$ cat src/rtl/cache_refill_ctrl.sv
`default_nettype none
// ============================================================================
// Module   : cache_refill_ctrl
// Purpose  : Miss-side refill sequencer for a 4-way set-associative cache.
//            Takes the victim way chosen by the LRU selector, writes back the
//            victim line word by word if it is dirty, then fetches the new
//            line from memory, writes it into the victim way and finally
//            updates that way's tag entry (valid=1, dirty=0).
// Ports    :
//   clk, rst                     clock / asynchronous active-high reset
//   miss_req, miss_index,        miss request (level) and its set/tag
//   miss_tag
//   replaced_way                 victim way 0..3, 4 = no replacement
//   victim_dirty, victim_tag     state of the victim way at miss_index
//   line_rd_en, line_rd_word,    victim read port into the data array
//   line_rd_data                 (read data one cycle after the strobe)
//   mem_req, mem_we, mem_addr,   memory-side bus; a transfer completes in
//   mem_wdata, mem_ack,          the cycle mem_req && mem_ack
//   mem_rdata
//   fill_we, fill_way,           data-array write port for fetched words
//   fill_index, fill_word,
//   fill_data
//   tag_we, tag_value            tag-array update strobe and new tag
//   busy, done                   status: not idle / refill complete pulse
// Revision : 1.0 - initial release
// ============================================================================
module cache_refill_ctrl #(
    parameter int WAY_NUM        = 4,
    parameter int INDEX_WIDTH    = 6,
    parameter int TAG_WIDTH      = 22,
    parameter int WORDS_PER_LINE = 4,
    parameter int DATA_WIDTH     = 32,
    parameter int ADDR_WIDTH     = TAG_WIDTH + INDEX_WIDTH + $clog2(WORDS_PER_LINE) + 2
) (
    input  logic                              clk,
    input  logic                              rst,
    input  logic                              miss_req,
    input  logic [INDEX_WIDTH-1:0]            miss_index,
    input  logic [TAG_WIDTH-1:0]              miss_tag,
    input  logic [2:0]                        replaced_way,
    input  logic                              victim_dirty,
    input  logic [TAG_WIDTH-1:0]              victim_tag,
    output logic                              line_rd_en,
    output logic [$clog2(WORDS_PER_LINE)-1:0] line_rd_word,
    input  logic [DATA_WIDTH-1:0]             line_rd_data,
    output logic                              mem_req,
    output logic                              mem_we,
    output logic [ADDR_WIDTH-1:0]             mem_addr,
    output logic [DATA_WIDTH-1:0]             mem_wdata,
    input  logic                              mem_ack,
    input  logic [DATA_WIDTH-1:0]             mem_rdata,
    output logic                              fill_we,
    output logic [1:0]                        fill_way,
    output logic [INDEX_WIDTH-1:0]            fill_index,
    output logic [$clog2(WORDS_PER_LINE)-1:0] fill_word,
    output logic [DATA_WIDTH-1:0]             fill_data,
    output logic                              tag_we,
    output logic [TAG_WIDTH-1:0]              tag_value,
    output logic                              busy,
    output logic                              done
);

    localparam int c_WORD_W = $clog2(WORDS_PER_LINE);
    localparam logic [c_WORD_W-1:0] c_LAST_WORD = c_WORD_W'(WORDS_PER_LINE - 1);

    localparam logic [2:0] c_ST_IDLE    = 3'd0;
    localparam logic [2:0] c_ST_WB_RD   = 3'd1;
    localparam logic [2:0] c_ST_WB_WAIT = 3'd2;
    localparam logic [2:0] c_ST_WB_REQ  = 3'd3;
    localparam logic [2:0] c_ST_FILL    = 3'd4;
    localparam logic [2:0] c_ST_TAG     = 3'd5;

    // Reject unsupported configurations at elaboration time.
    generate
        if (WAY_NUM != 4 || WORDS_PER_LINE < 2 ||
            (WORDS_PER_LINE & (WORDS_PER_LINE - 1)) != 0) begin : g_param_check
            $error("cache_refill_ctrl: WAY_NUM must be 4 and WORDS_PER_LINE a power of 2 >= 2");
        end
    endgenerate

    logic [2:0]             r_state;
    logic [c_WORD_W-1:0]    r_cnt;
    logic [INDEX_WIDTH-1:0] r_index;
    logic [TAG_WIDTH-1:0]   r_tag;
    logic [TAG_WIDTH-1:0]   r_vtag;
    logic [1:0]             r_way;
    logic [DATA_WIDTH-1:0]  r_wdata;

    logic                   w_last;

    assign w_last = (r_cnt == c_LAST_WORD);

    always_ff @(posedge clk or posedge rst) begin
        if (rst) begin
            r_state <= c_ST_IDLE;
            r_cnt   <= '0;
            r_index <= '0;
            r_tag   <= '0;
            r_vtag  <= '0;
            r_way   <= '0;
            r_wdata <= '0;
        end else begin
            case (r_state)
                c_ST_IDLE: begin
                    // replaced_way==4 means the selector found nothing to
                    // replace; such a request is simply not accepted.
                    if (miss_req && (replaced_way < 3'd4)) begin
                        r_index <= miss_index;
                        r_tag   <= miss_tag;
                        r_vtag  <= victim_tag;
                        r_way   <= replaced_way[1:0];
                        r_cnt   <= '0;
                        r_state <= victim_dirty ? c_ST_WB_RD : c_ST_FILL;
                    end
                end
                c_ST_WB_RD: begin
                    r_state <= c_ST_WB_WAIT;
                end
                c_ST_WB_WAIT: begin
                    // Data array returns the victim word one cycle after
                    // the read strobe; hold it for the whole bus write.
                    r_wdata <= line_rd_data;
                    r_state <= c_ST_WB_REQ;
                end
                c_ST_WB_REQ: begin
                    if (mem_ack) begin
                        if (w_last) begin
                            r_cnt   <= '0;
                            r_state <= c_ST_FILL;
                        end else begin
                            r_cnt   <= r_cnt + 1'b1;
                            r_state <= c_ST_WB_RD;
                        end
                    end
                end
                c_ST_FILL: begin
                    if (mem_ack) begin
                        if (w_last) begin
                            r_cnt   <= '0;
                            r_state <= c_ST_TAG;
                        end else begin
                            r_cnt   <= r_cnt + 1'b1;
                        end
                    end
                end
                c_ST_TAG: begin
                    r_state <= c_ST_IDLE;
                end
                default: begin
                    r_state <= c_ST_IDLE;
                end
            endcase
        end
    end

    // All outputs decode from registered state, so an asynchronous reset
    // drives every one of them to zero immediately. Data/address fields are
    // zeroed whenever their strobe is inactive.
    always_comb begin
        line_rd_en   = 1'b0;
        line_rd_word = '0;
        mem_req      = 1'b0;
        mem_we       = 1'b0;
        mem_addr     = '0;
        mem_wdata    = '0;
        fill_we      = 1'b0;
        fill_way     = '0;
        fill_index   = '0;
        fill_word    = '0;
        fill_data    = '0;
        tag_we       = 1'b0;
        tag_value    = '0;
        busy         = (r_state != c_ST_IDLE);
        done         = 1'b0;

        case (r_state)
            c_ST_WB_RD: begin
                line_rd_en   = 1'b1;
                line_rd_word = r_cnt;
            end
            c_ST_WB_REQ: begin
                mem_req   = 1'b1;
                mem_we    = 1'b1;
                mem_addr  = {r_vtag, r_index, r_cnt, 2'b00};
                mem_wdata = r_wdata;
            end
            c_ST_FILL: begin
                mem_req  = 1'b1;
                mem_addr = {r_tag, r_index, r_cnt, 2'b00};
                // Fetched word goes straight into the array in the ack cycle.
                if (mem_ack) begin
                    fill_we    = 1'b1;
                    fill_way   = r_way;
                    fill_index = r_index;
                    fill_word  = r_cnt;
                    fill_data  = mem_rdata;
                end
            end
            c_ST_TAG: begin
                tag_we    = 1'b1;
                tag_value = r_tag;
                done      = 1'b1;
            end
            default: begin
            end
        endcase
    end

endmodule
`default_nettype wire

$ cat config.mk
export PLATFORM = sky130hd
export DESIGN_NAME = cache_refill_ctrl
export DESIGN_NICKNAME = d
export VERILOG_FILES = /design/src/rtl/cache_refill_ctrl.sv
export SDC_FILE = /design/constraint.sdc
export NUM_CORES = 1
export LEC_CHECK = 0
export BUFFER_PORTS_ARGS = -buffer_cell sky130_fd_sc_hd__buf_4
export CORE_MARGIN = 3
export CORE_UTILIZATION = 40
export DETAILED_ROUTE_END_ITERATION = 10
export PLACE_DENSITY = 0.73
export SYNTH_ARGS = -nofsm -noshare
export SYNTH_HDL_FRONTEND = slang
export SYNTH_SLANG_ARGS = --single-unit
$ cat constraint.sdc
create_clock -name clk -period 2.83 [get_ports clk]
set_input_delay 0.283 -clock clk [delete_from_list [all_inputs] [get_ports clk]]
set_output_delay 0.283 -clock clk [all_outputs]
set_load 0.01 [all_outputs]
==> reports/metrics.cfg <==
[setup_path]
timing.rr.start=r_state[0]
r2r_cells=3
endpoint_kind=output port
cp_slowest_stage_delay_ns=0.60
r2r_slack_ns=0.72
crit_path_max_fanout=44
crit_top_cell=buf_4
arrival_ns=2.19
required_ns=2.55
worst-path-buf-inv=2
path_class=flip-flop to output port
critPathSlowestCell=dfrtp_1
cp-start-kind=flip-flop
rr_endpoint=r_tag[5]
path_cells=and3b_2 > buf_4 > a22o_1 > buf_4
crit_family=flip-flops

[cts]
cts.sinks=89
cts-buffers-inserted=9
ctsResizeCount=0
ctsRootBufferMaster=clkbuf_16
htreeDepth=3
clock_latency_ns=0.33
tritoncts=yes
postCtsSetupRepairBufs=0
path_clk_slew_ns=0.06
clockBufferDepth=2
cts_hold_buf=0

[synthesis]
synth-edff-count=0
seq_area_frac_synth_pct=47.9
postSynth.asyncResetShare_pct=100
synth_top_area_share_pct=47.9
synth.avg_cell_area_um2=12.5
synthCells=371
synth.top_cells.by_area=dfrtp_1 48%, mux2_4 14%, and2_1 13%
ys_types=33
ys.warnings.count=0
ys_seq_elements=89
ys.flop_type=dfrtp_1
yosys.area.top_type=dfrtp_1
netlist_area_mm2=0.00465

[die]
die_h_um=114
rows=38
die_w_um=114
initial_core_util_pct=42.0
dieArea_mm2=0.0130
coreArea_mm2=0.0111
io_pins=259

[pwr]
power_mw=6.34
p_per_area_mw_per_mm2=917
vdd_drop_max_mv=0.451
p_leak_nw=3.64

[route]
firstDrtPassIters=4
final_antenna_net_count=0
wirelength_um=13300
wl_per_cell_um=17.5
post_drt_via_cell_ratio=4.87
num_vias=3701
drc=0
initialDrtViolationCount=110

[timing]
worst_slack_ns=0.360
finalHoldViolCount=0
final_max_slew_viol_count=0
holdWs_ns=0.0797
rsz0062_at_grt=false
final.setup.tns_ns=0
worstMarginPinSlew_ns=0.982
fin_crit_sh_pct=87.3
slew_headroom_pct=34.5
fmax_ghz=0.405
finClkSkew_ns=0.00508
final.min_clock_period_ns=2.47
setup_viol=0

[layout]
final_common_cell=buf_4
stdcell_area_mm2=0.00692
nets=738
drive_gt1_share_pct=58.5
fin_cells=760
final_core_util_pct=62.4
n_fill_cell=935
syn2layout_area_growth_pct=48.8
antennaDiodeCount=0
layout.cells.most_common_list=261 x buf_4, 98 x and2_1, 89 x dfrtp_1, 44 x mux2_4, 33 x mux2_2

[global_routing]
grtUsageMet2_pct=37.0
grt_max_degree=53
grt_usage_pct=19.9
antenna_found_initial=0
grt_pass1_wl_um=20200
top_usage_layer=met2
first_global_vias=3858
grt-ovfl-total=0
use_met3_pct=4.93
globalRouteMet1Util_pct=22.1

[worst_hold_path]
hold_path.class=primary input to async pin

[placement]
port_buffers=256
dp_hpwl_um=10000
dp_cells=744
place_ws_ns=0.680
postPlaceCellArea_mm2=0.00664
globalplace.congestion=0.791

[flow_run]
cap_viol_max_count=0

[outcome]
outcome=completed

==> worst reg2reg max path, cell delays in order (launching register included) <==
cell and delay (ns):
dfrtp_1 0.53, nor3_4 0.34, nand2_4 0.52, mux2_1 0.61
==> flip-flops by register name, summed over array words and instances (netlist names) <==
| name | flops |
|---|---|
| r_way | 2 |
| r_tag | 22 |
| r_cnt | 2 |
| r_wdata | 32 |
| r_index | 6 |
| r_state | 3 |
| r_vtag | 22 |
==> cells in the mapped netlist (2+ instances only) <==
cell / instances
a22o_1: 22
o21ai_0: 3
nor3_1: 2
clkbuf_1: 13
nor2_1: 5
nor2b_1: 9
inv_1: 6
mux2i_1: 2
and3b_1: 2
nor3b_1: 2
dfrtp_1: 89
mux2_2: 33
buf_6: 5
nand2_1: 3
buf_4: 7
mux2_1: 7
mux2_4: 44
buf_2: 5
and2_1: 98
==> routing by layer <==
layer,share of wire (%),up-vias
li1,-,1744
met1,37,1790
met2,53,152
met3,8.2,15
met4,1.6,0
met5,0,-
==> cells by family after synthesis <==
logic type      count (synthesis)  share of synthesized area [%]
simple gates                  129                           17.7
flops                          89                           47.9
mux                            86                           24.3
buf+inv                        36                           4.41
compound gates                 29                           5.30
fa+ha+maj                       1                          0.269
other cells                     1                         0.0807
==> power by group <==
group | internal [mW] | switching [mW] | leakage, nW | total [mW]
logic | 1.76 | 1.14 | 2.43 | 2.90
registers | 1.91 | 0.428 | 1.07 | 2.34
clock network | 0.638 | 0.472 | 0.137 | 1.11
==> worst max path at each step <==
stage | endpoint | from | depth (start not counted)
finish | mem_addr[30] | r_state[0] | 4
detailed placement | mem_addr[30] | r_state[0] | 4
floorplan | r_cnt[0] | rst | 1
global placement | mem_addr[30] | r_state[0] | 4
global route | mem_addr[30] | r_state[0] | 4
CTS | mem_addr[13] | r_state[0] | 4
==> area by class of cell <==
class	count	area (um2)	area share (%)
Sequential cell	89	2230	32.2
Clock buffer	11	253	3.65
Timing Repair Buffer	262	1980	28.6
Multi-Input combinational cell	247	2230	32.2
Inverter	6	23.8	0.344
Clock inverter	5	30.0	0.434
Tap cell	140	175	2.53
Power figures use the tool's default switching activity.
